--- config.mk ---
export PLATFORM = sky130hd
export DESIGN_NAME = lcd8080_stream_writer_flat
export DESIGN_NICKNAME = d
export VERILOG_FILES = /design/src/rtl/lcd8080_pkg.sv /design/src/rtl/lcd8080_stream_writer_if.sv /design/src/rtl/lcd8080_fifo.sv /design/src/rtl/lcd8080_stream_writer.sv /design/src/flat_wrapper.sv
export SDC_FILE = /design/constraint.sdc
export NUM_CORES = 1
export LEC_CHECK = 0
export ABC_AREA = 0
export CAP_MARGIN = 20
export CORE_MARGIN = 4
export CORE_UTILIZATION = 54
export DETAILED_ROUTE_END_ITERATION = 12
export HOLD_SLACK_MARGIN = 0.06
export PLACE_DENSITY_LB_ADDON = 0.3
export SYNTH_ARGS = -nofsm -noshare
export SYNTH_HDL_FRONTEND = slang
export SYNTH_HIERARCHICAL = 1
export SYNTH_SLANG_ARGS = --single-unit
export TNS_END_PERCENT = 30
--- constraint.sdc ---
create_clock -name clk_clk -period 6.1 [get_ports clk_clk]
set_clock_uncertainty 0.15 [all_clocks]
set_input_delay 0.61 -clock clk_clk [delete_from_list [all_inputs] [get_ports clk_clk]]
set_output_delay 0.61 -clock clk_clk [all_outputs]
set_load 0.05 [all_outputs]
--- src/rtl/lcd8080_pkg.sv ---
// Shared types for the 8080-style LCD stream writer: FSM state encoding,
// the per-entry control fields stored in the FIFO and counter-width helpers.
// Optional feature macro: LCD8080_REPEAT_EN (per-entry repeat count).
package lcd8080_pkg;

    // Width of the per-entry repeat count (matches the in_count port).
    localparam int REP_W = 16;

    typedef enum logic [2:0] {
        IDLE,
        SETUP,
        WR_LO,
        WR_HI,
        CS_GAP
    } state_e;

    // Control fields that travel with each word through the FIFO.
    typedef struct packed {
`ifdef LCD8080_REPEAT_EN
        logic [REP_W-1:0] count;
`endif
        logic             rs;
        logic             last;
    } entry_ctrl_t;

    // Bits needed for a down-counter that starts at n-1.
    function automatic int cnt_w(input int n);
        return (n < 2) ? 1 : $clog2(n);
    endfunction

    function automatic int max3(input int a, input int b, input int c);
        int m;
        m = (a > b) ? a : b;
        return (m > c) ? m : c;
    endfunction

endpackage

--- src/rtl/lcd8080_stream_writer_if.sv ---
// Valid/ready word stream feeding the LCD writer. The source drives the
// master modport, the writer consumes through the slave modport.
// Optional feature macro: LCD8080_REPEAT_EN adds in_count.
interface lcd8080_stream_writer_if
    import lcd8080_pkg::*;
#(
    parameter int DATA_W = 16
);
    logic              in_valid;
    logic              in_ready;
    logic [DATA_W-1:0] in_data;
    logic              in_rs;
    logic              in_last;
`ifdef LCD8080_REPEAT_EN
    logic [REP_W-1:0]  in_count;
`endif

    modport master (
`ifdef LCD8080_REPEAT_EN
        output in_count,
`endif
        output in_valid, in_data, in_rs, in_last,
        input  in_ready
    );

    modport slave (
`ifdef LCD8080_REPEAT_EN
        input  in_count,
`endif
        input  in_valid, in_data, in_rs, in_last,
        output in_ready
    );

endinterface

--- src/rtl/lcd8080_fifo.sv ---
// Synchronous first-word-fall-through FIFO with level output. Besides the
// head entry it exposes the entry behind it, so the writer can load the
// next word in the same cycle it retires the current one.
module lcd8080_fifo #(
    parameter int WIDTH = 8,
    parameter int DEPTH = 16
) (
    input  logic                       clk_i,
    input  logic                       rst_ni,
    input  logic                       push_i,
    input  logic [WIDTH-1:0]           push_data_i,
    output logic                       ready_o,
    input  logic                       pop_i,
    output logic [WIDTH-1:0]           head_o,
    output logic [WIDTH-1:0]           next_o,
    output logic                       empty_o,
    output logic [$clog2(DEPTH+1)-1:0] level_o
);
    localparam int PTR_W = $clog2(DEPTH);
    localparam int LVL_W = $clog2(DEPTH + 1);

    logic [WIDTH-1:0] mem_q [DEPTH];
    logic [PTR_W-1:0] wr_ptr_q, wr_ptr_d, rd_ptr_q, rd_ptr_d;
    logic [LVL_W-1:0] level_q, level_d;
    logic             ready_q, ready_d;
    logic             do_push, do_pop;

    // ready_q is registered, so a full FIFO refuses a push even when a pop
    // happens in the same cycle.
    assign do_push = push_i & ready_q;
    assign do_pop  = pop_i & (level_q != '0);

    // Next-state pointers, level and ready flag.
    always_comb begin
        // NOTE: every variable gets a default before any branch so no latch is inferred.
        wr_ptr_d = wr_ptr_q + PTR_W'(do_push);
        rd_ptr_d = rd_ptr_q + PTR_W'(do_pop);
        level_d  = level_q + LVL_W'(do_push) - LVL_W'(do_pop);
        ready_d  = (level_d != LVL_W'(DEPTH));
    end

    // Pointer, level and ready registers; reset flushes the FIFO.
    always_ff @(posedge clk_i or negedge rst_ni) begin
        if (!rst_ni) begin
            // NOTE: sequential state uses non-blocking assignments so every register samples pre-edge values.
            wr_ptr_q <= '0;
            rd_ptr_q <= '0;
            level_q  <= '0;
            ready_q  <= 1'b1;
        end else begin
            wr_ptr_q <= wr_ptr_d;
            rd_ptr_q <= rd_ptr_d;
            level_q  <= level_d;
            ready_q  <= ready_d;
        end
    end

    // Storage write port.
    // NOTE: the array has no reset; the pointers and level define which entries are valid.
    always_ff @(posedge clk_i) begin
        if (do_push) begin
            mem_q[wr_ptr_q] <= push_data_i;
        end
    end

    assign head_o  = mem_q[rd_ptr_q];
    assign next_o  = mem_q[rd_ptr_q + PTR_W'(1)];
    assign empty_o = (level_q == '0);
    assign level_o = level_q;
    assign ready_o = ready_q;

endmodule

--- src/rtl/lcd8080_stream_writer.sv ---
// 8080-style parallel LCD write engine: buffers command/data words from a
// valid/ready stream and drives CS/RS/RD/WR/DATA with programmable strobe
// timing. The word being written stays at the FIFO head until its strobe
// (and any repeats) complete.
// Optional feature macro: LCD8080_REPEAT_EN (write each word in_count+1 times).
module lcd8080_stream_writer
    import lcd8080_pkg::*;
#(
    parameter int DATA_W      = 16,
    parameter int FIFO_DEPTH  = 16,
    parameter int WR_LOW_CYC  = 2,
    parameter int WR_HIGH_CYC = 2,
    parameter int CS_IDLE_CYC = 1
) (
    input  logic                            clk_clk,
    input  logic                            reset_reset_n,
    lcd8080_stream_writer_if.slave          s_if,
    output logic                            lcd_cs_n,
    output logic                            lcd_rs,
    output logic                            lcd_rd_n,
    output logic                            lcd_wr_n,
    output logic [DATA_W-1:0]               lcd_data,
    output logic                            busy,
    output logic [$clog2(FIFO_DEPTH+1)-1:0] fifo_level
);
    localparam int LVL_W = $clog2(FIFO_DEPTH + 1);
    localparam int CNT_W = cnt_w(max3(WR_LOW_CYC, WR_HIGH_CYC, CS_IDLE_CYC));

    typedef struct packed {
        logic [DATA_W-1:0] data;
        entry_ctrl_t       ctrl;
    } entry_t;

    localparam int ENTRY_W = $bits(entry_t);

    entry_t            push_entry, head, nxt;
    logic              fifo_empty, pop;
    logic              unused_nxt_last;
    state_e            state_q, state_d;
    logic [CNT_W-1:0]  cnt_q, cnt_d;
    logic [DATA_W-1:0] data_q, data_d;
    logic              rs_q, rs_d;
    logic              cs_n_q, wr_n_q;
`ifdef LCD8080_REPEAT_EN
    logic [REP_W-1:0]  rep_q, rep_d;
`endif

    // Pack the offered word into a FIFO entry.
    always_comb begin
        push_entry           = '0;
        push_entry.data      = s_if.in_data;
        push_entry.ctrl.rs   = s_if.in_rs;
        push_entry.ctrl.last = s_if.in_last;
`ifdef LCD8080_REPEAT_EN
        push_entry.ctrl.count = s_if.in_count;
`endif
    end

    lcd8080_fifo #(
        .WIDTH (ENTRY_W),
        .DEPTH (FIFO_DEPTH)
    ) u_fifo (
        .clk_i       (clk_clk),
        .rst_ni      (reset_reset_n),
        .push_i      (s_if.in_valid),
        .push_data_i (push_entry),
        .ready_o     (s_if.in_ready),
        .pop_i       (pop),
        .head_o      (head),
        .next_o      (nxt),
        .empty_o     (fifo_empty),
        .level_o     (fifo_level)
    );

    // The last flag of the following entry is only acted on once it is the head.
    assign unused_nxt_last = nxt.ctrl.last;

    // Strobe sequencer: next state, phase counter, repeat counter and bus load.
    always_comb begin
        state_d = state_q;
        cnt_d   = cnt_q;
        data_d  = data_q;
        rs_d    = rs_q;
        pop     = 1'b0;
`ifdef LCD8080_REPEAT_EN
        rep_d   = rep_q;
`endif
        case (state_q)
            IDLE: begin
                if (!fifo_empty) begin
                    data_d  = head.data;
                    rs_d    = head.ctrl.rs;
`ifdef LCD8080_REPEAT_EN
                    rep_d   = head.ctrl.count;
`endif
                    state_d = SETUP;
                end
            end
            SETUP: begin
                state_d = WR_LO;
                cnt_d   = CNT_W'(WR_LOW_CYC - 1);
            end
            WR_LO: begin
                if (cnt_q == '0) begin
                    state_d = WR_HI;
                    cnt_d   = CNT_W'(WR_HIGH_CYC - 1);
                end else begin
                    cnt_d = cnt_q - 1'b1;
                end
            end
            WR_HI: begin
                if (cnt_q != '0) begin
                    cnt_d = cnt_q - 1'b1;
`ifdef LCD8080_REPEAT_EN
                end else if (rep_q != '0) begin
                    rep_d   = rep_q - 1'b1;
                    state_d = WR_LO;
                    cnt_d   = CNT_W'(WR_LOW_CYC - 1);
`endif
                end else if (head.ctrl.last) begin
                    pop     = 1'b1;
                    state_d = CS_GAP;
                    cnt_d   = CNT_W'(CS_IDLE_CYC - 1);
                end else if (fifo_level >= LVL_W'(2)) begin
                    // Retire the current head and strobe the entry behind it.
                    pop     = 1'b1;
                    data_d  = nxt.data;
                    rs_d    = nxt.ctrl.rs;
`ifdef LCD8080_REPEAT_EN
                    rep_d   = nxt.ctrl.count;
`endif
                    state_d = WR_LO;
                    cnt_d   = CNT_W'(WR_LOW_CYC - 1);
                end
                // Otherwise hold in WR_HI with cs_n low until a word arrives.
            end
            CS_GAP: begin
                if (cnt_q == '0) begin
                    state_d = IDLE;
                end else begin
                    cnt_d = cnt_q - 1'b1;
                end
            end
            default: state_d = IDLE;
        endcase
    end

    // State and registered panel outputs, decoded from the next state.
    always_ff @(posedge clk_clk or negedge reset_reset_n) begin
        if (!reset_reset_n) begin
            state_q <= IDLE;
            cnt_q   <= '0;
            data_q  <= '0;
            rs_q    <= 1'b1;
            cs_n_q  <= 1'b1;
            wr_n_q  <= 1'b1;
        end else begin
            state_q <= state_d;
            cnt_q   <= cnt_d;
            data_q  <= data_d;
            rs_q    <= rs_d;
            cs_n_q  <= !(state_d inside {SETUP, WR_LO, WR_HI});
            wr_n_q  <= (state_d != WR_LO);
        end
    end

`ifdef LCD8080_REPEAT_EN
    // Remaining repetitions of the word on the bus.
    always_ff @(posedge clk_clk or negedge reset_reset_n) begin
        if (!reset_reset_n) begin
            rep_q <= '0;
        end else begin
            rep_q <= rep_d;
        end
    end
`endif

    assign lcd_cs_n = cs_n_q;
    assign lcd_wr_n = wr_n_q;
    assign lcd_rd_n = 1'b1;
    assign lcd_rs   = rs_q;
    assign lcd_data = data_q;
    assign busy     = (state_q != IDLE) || !fifo_empty;

endmodule

--- src/flat_wrapper.sv ---
// flat-port wrapper written by rule: the top's interface ports become plain ports
module lcd8080_stream_writer_flat import lcd8080_pkg::*;
#(
    parameter int DATA_W      = 16,
    parameter int FIFO_DEPTH  = 16,
    parameter int WR_LOW_CYC  = 2,
    parameter int WR_HIGH_CYC = 2,
    parameter int CS_IDLE_CYC = 1
)
  (clk_clk, reset_reset_n, lcd_cs_n, lcd_rs, lcd_rd_n, lcd_wr_n, lcd_data, busy, fifo_level, s_if_in_valid, s_if_in_data, s_if_in_rs, s_if_in_last, s_if_in_ready);
  lcd8080_stream_writer_if #(.DATA_W(DATA_W)) s_if_i ();
  input  logic clk_clk;
  input  logic reset_reset_n;
  output logic lcd_cs_n;
  output logic lcd_rs;
  output logic lcd_rd_n;
  output logic lcd_wr_n;
  output logic [DATA_W-1:0] lcd_data;
  output logic busy;
  output logic [$clog2(FIFO_DEPTH+1)-1:0] fifo_level;
  input wire logic [$bits(s_if_i.in_valid)-1:0] s_if_in_valid;
  input wire logic [$bits(s_if_i.in_data)-1:0] s_if_in_data;
  input wire logic [$bits(s_if_i.in_rs)-1:0] s_if_in_rs;
  input wire logic [$bits(s_if_i.in_last)-1:0] s_if_in_last;
  output wire logic [$bits(s_if_i.in_ready)-1:0] s_if_in_ready;
  assign s_if_i.in_valid = s_if_in_valid;
  assign s_if_i.in_data = s_if_in_data;
  assign s_if_i.in_rs = s_if_in_rs;
  assign s_if_i.in_last = s_if_in_last;
  assign s_if_in_ready = s_if_i.in_ready;
  lcd8080_stream_writer #(.DATA_W(DATA_W), .FIFO_DEPTH(FIFO_DEPTH), .WR_LOW_CYC(WR_LOW_CYC), .WR_HIGH_CYC(WR_HIGH_CYC), .CS_IDLE_CYC(CS_IDLE_CYC)) u_core (.clk_clk(clk_clk), .reset_reset_n(reset_reset_n), .s_if(s_if_i), .lcd_cs_n(lcd_cs_n), .lcd_rs(lcd_rs), .lcd_rd_n(lcd_rd_n), .lcd_wr_n(lcd_wr_n), .lcd_data(lcd_data), .busy(busy), .fifo_level(fifo_level));
endmodule
-- Word level (Yosys, flattened, before mapping)
Memories as Yosys holds them, arrays and structs flattened.
Index checks and enable logic that the tools add are counted.
- input port bits: 21
- memories kept: 1
- word-level logic and storage cells: 72
- register bits: 37
- RAM bits: 288
- output and inout bits: 27
- mux-type cells: 28
- reduce and logical (&&, ||, !) cells: 11
- equal/unequal tests: 13
- bitwise gates (word level): 2
- add/sub/neg operators: 6
- $lt $le $gt $ge: 1
- memory list (name ; words ; bits a word ; rd ports ; clocked after memory_dff ; wr ports ; RTL line ; text):
    u_core.u_fifo.mem_q ; 16 ; 18 ; 2 ; 0 ; 1 ; lcd8080_fifo.sv:22 ; logic [WIDTH-1:0] mem_q [DEPTH];
- operators by type and width (cell ; number):
    $mux W16 ; 4
    $pmux W16 S2 ; 1
    $mux W3 ; 6
    $pmux W3 S5 ; 1
    $mux W1 ; 14
    $eq A3 B2 Y1 const B ; 4
    $add A4 B1 Y4 ; 2
    $eq A3 B1 Y1 const B ; 2
    $ne A2 B2 Y1 const B ; 3
    $reduce_bool A3 Y1 ; 2
    $add A5 B1 Y5 ; 1
    $ge A5 B2 Y1 const B ; 1
    $logic_not A5 Y1 ; 1
    $ne A5 B5 Y1 const B ; 1
    $reduce_and A5 Y1 ; 1
    $reduce_bool A5 Y1 ; 1
    $sub A5 B1 Y5 ; 1
    $add A4 B1 Y4 const B ; 1
    $pmux W1 S4 ; 1
    $reduce_bool A4 Y1 ; 1
    $eq A3 B3 Y1 const B ; 1
    $logic_not A3 Y1 ; 1
    $ne A3 B2 Y1 const B ; 1
    $and A1 B1 Y1 ; 2
    other kinds (6) ; 7

-- Logic depth before layout (Yosys ltp)
- depth after elaboration: 8
- gate-level depth with buffers: 20
- mapped depth without buffers: 17

-- By module
The synthesis kept the hierarchy.
- by module, submodules not included (module ; instances ; area an instance (µm²) ; seq. area each (µm²) ; cells each):
    lcd8080_fifo ; 1 ; 14196.1 ; 8999.9 ; 911
    lcd8080_stream_writer ; 1 ; 1234.9 ; 579.3 ; 92

-- Least setup slack after synthesis
No wires, ideal clock.
- kind: reg-to-reg
- from: reg u_core.u_fifo.rd_ptr_q[0]
- to: reg u_core.u_fifo.level_q[4], in the netlist u_core/u_fifo/level_o[4]
- library setup time: 0.119 ns
- path slack: 2.265 ns
- data arrival time: 3.566 ns
- clock period less this slack: 3.835 ns
- buffers on the path: 3
- data required time: 5.831 ns
- cell stages (with the launch flop): 20
- path through: dfrtp_1 -> buf_2 -> buf_4 -> buf_2 -> mux4_2 -> a22oi_1 -> nand2_1 -> inv_1 -> a21oi_1 -> nor2b_1 -> nor2b_1 -> ha_1 -> inv_1 -> ha_1 -> inv_1 -> fa_1 -> nand2b_1 -> a21oi_1 -> o21ai_0 -> and2_1
- RTL lines (what ; RTL line ; text):
    start: declaration ; lcd8080_fifo.sv:23 ; logic [PTR_W-1:0] wr_ptr_q, wr_ptr_d, rd_ptr_q, rd_ptr_d;
    start signal: assignment ; lcd8080_fifo.sv:52 ; rd_ptr_q <= rd_ptr_d;
    end signal: assignment ; lcd8080_fifo.sv:53 ; level_q <= level_d;
    end: declaration ; lcd8080_fifo.sv:24 ; logic [LVL_W-1:0] level_q, level_d;

==> results.yml <==
status:
  status: "completed"
clock_tree:
  numCtsBuffers: 36
  cts.clk_slew.worst_paths_ns: 0.06
  clkSinkCount: 325
  htree_num_levels: 2
  cts_root_buf: "clkbuf_16"
  clk_latency_ns: 0.51
  cts_buffer_depth: 3
  cts_tree: "yes"
  cts_resized: 0
power:
  power.density_nw_per_um2: 583.8
  total_power_w: 0.01014
  p_leak_nw: 6.116
  peakVddDrop_mv: 0.3029
min_path:
  worstHoldPathType: "flop to flop"
global_route:
  grt_usage_pct: 24.58
  globalRouteOverflowTotal: 0
  grt_max_degree: 62
  grt_pass1_vias: 9393
  antenna_found_initial: 2
  grt_pass1_wl_mm: 57.10
floorplan:
  num_rows: 61
  dieWidth_um: 176.4
  fp.coreArea_sq_um: 27860
  ioPinCount: 48
  fp.dieArea_sq_um: 31110
  start_util_pct: 54.96
  die_h_um: 176.4
detailed_routing:
  wl_per_cell_um: 26.49
  ant_nets: 0
  via_per_inst: 6.452
  wl_mm: 38.17
  drt_iter0_drc: 1128
  route.vias.total: 9298
  drc: 0
  dr.pass1.iters: 6
setup_path:
  cp-end-kind: "flop"
  worstSetupPathType: "flop to flop"
  required_ns: 6.34
  critPathMaxFanout: 24
  worstPathArrival_ns: 4.63
  start_kind: "flop"
yosys:
  syn_nets: 1021
  synth.avg_cell_area_sq_um: 15.50
  syn_inst: 988
  yosysWarnings: 6
  netlist_area_sq_um: 15310
sta:
  drv_slew: 0
  slew_headroom_pct: 22.70
  setup_violations: 0
  finalHoldViolCount: 0
  fin_crit_ns: 4.387
  setup_ws_ns: 1.713
  tightest_slew_ns: 1.153
  grt_setup_unrepaired: "false"
  fin_setup_tns_ns: 0
  whs_ns: 0.3547
  finalCritPeriodShare_pct: 71.92
  fmax_ghz: 0.2280
cells_and_area:
  finish.utilization_pct: 62.37
  fillers: 2015
  drive_above_1_share_pct: 20.90
  final_nets: 1069
  seq_area_sq_um: 9584
  multiInputGateArea_sq_um: 5401
  syn2layout_area_growth_pct: 13.48
run:
  max-cap-violations: 0
placed_design:
  dp_hpwl_mm: 22.84
  gp_congestion: 0.8640
  pre_cts_slack_ns: 1.777
  portBuffers: 46
## final cells by class
cell class	count	share of cell area, %
diodes	1	0.01440
inverters	13	0.2809
repair buffers	80	4.198
flip-flops and latches	325	55.16
well taps	378	2.722
clock inverters	17	0.6409
clock buffers	47	5.891
multi-input cells	580	31.09
## per-layer routing
layer  global-route usage, %  part of all wire, %  vias up
met1                   33.52                   40     4702
met4                   9.284                  3.0        2
met2                   40.42                   49      470
met5                       0                0.018        -
met3                   3.961                  8.3       96
li1                        -                    -     4028
## power breakdown
part           internal (W)  switching, W  total [W]
Combinational       0.00213       0.00288    0.00501
Clock               0.00122      0.000835    0.00206
Sequential          0.00278      0.000290    0.00307
## timing repair
item	in CTS	in global routing
hold buffers	0	1
hold endpoints to repair	0	14
buffers inserted	0	0
## cells in the final DEF (no fill, tap or decap), drive strengths merged, types with 2 or more instances in the layout
cell type,n
a21oi,4
a221oi,53
a22oi,18
a32o,17
and2,3
buf,34
clkbuf,47
clkdlybuf4s50,45
clkinv,15
dfrtp,33
dfstp,4
edfxtp,288
ha,11
inv,13
mux2,34
mux2i,106
mux4,70
nand2,144
nand2b,4
nand3,37
nand3b,2
nor2,19
nor2b,5
nor3,8
nor4,2
o21ai,20
or3,2
xnor2,6
xor2,4
## worst max-delay path: stages (launching register included)
cell      delay, ns
dfrtp_2        0.82
and2_1         0.70
a221oi_1       0.19
a22oi_1        0.20
nand2_1        0.12
inv_1          0.11
a21oi_1        0.09
nor2b_1        0.14
nor2b_1        0.16
ha_1           0.30
inv_1          0.05
ha_1           0.16
inv_1          0.06
fa_1           0.41
nand2b_1       0.16
a21oi_1        0.16
o21ai_0        0.11
and2_1         0.15
## per-stage QoR
stage	cells	cell area, sq um
after floorplan	988	15310
after global placement	1373	16200
after detailed placement	1373	16200
after CTS	1437	17330
after global routing	1441	17370
final	1441	17370
## state kept, by name, indices dropped and copies added, names as in the netlist
name and cells:
u_core/u_fifo/wr_ptr_q 4, u_core/lcd_rs 1, u_core/cnt_q 1, u_core/lcd_wr_n 1
u_core/u_fifo/rd_ptr_q 4, u_core/lcd_cs_n 1, u_core/lcd_data 16, u_core/u_fifo/level_o 5
u_core/state_q 3, u_core/u_fifo/ready_o 1, u_core/u_fifo/mem_q 288
## path summary, 6_finish.rpt
kind	from	to	slack, ns	depth (start not counted)
hold / removal	u_core/lcd_data[5]	u_core/lcd_data[5]	0.35	1
setup reg to reg	u_core/u_fifo/rd_ptr_q[1]	u_core/u_fifo/level_o[4]	1.71	17
hold reg to reg	u_core/lcd_data[5]	u_core/lcd_data[5]	0.35	1
setup / recovery	u_core/u_fifo/rd_ptr_q[1]	u_core/u_fifo/level_o[4]	1.71	17
max in group asynchronous	reset_reset_n	u_core/lcd_cs_n	4.77	3
min in group asynchronous	reset_reset_n	u_core/u_fifo/level_o[3]	0.45	2
Note: power is estimated with default switching activity, not from simulation.
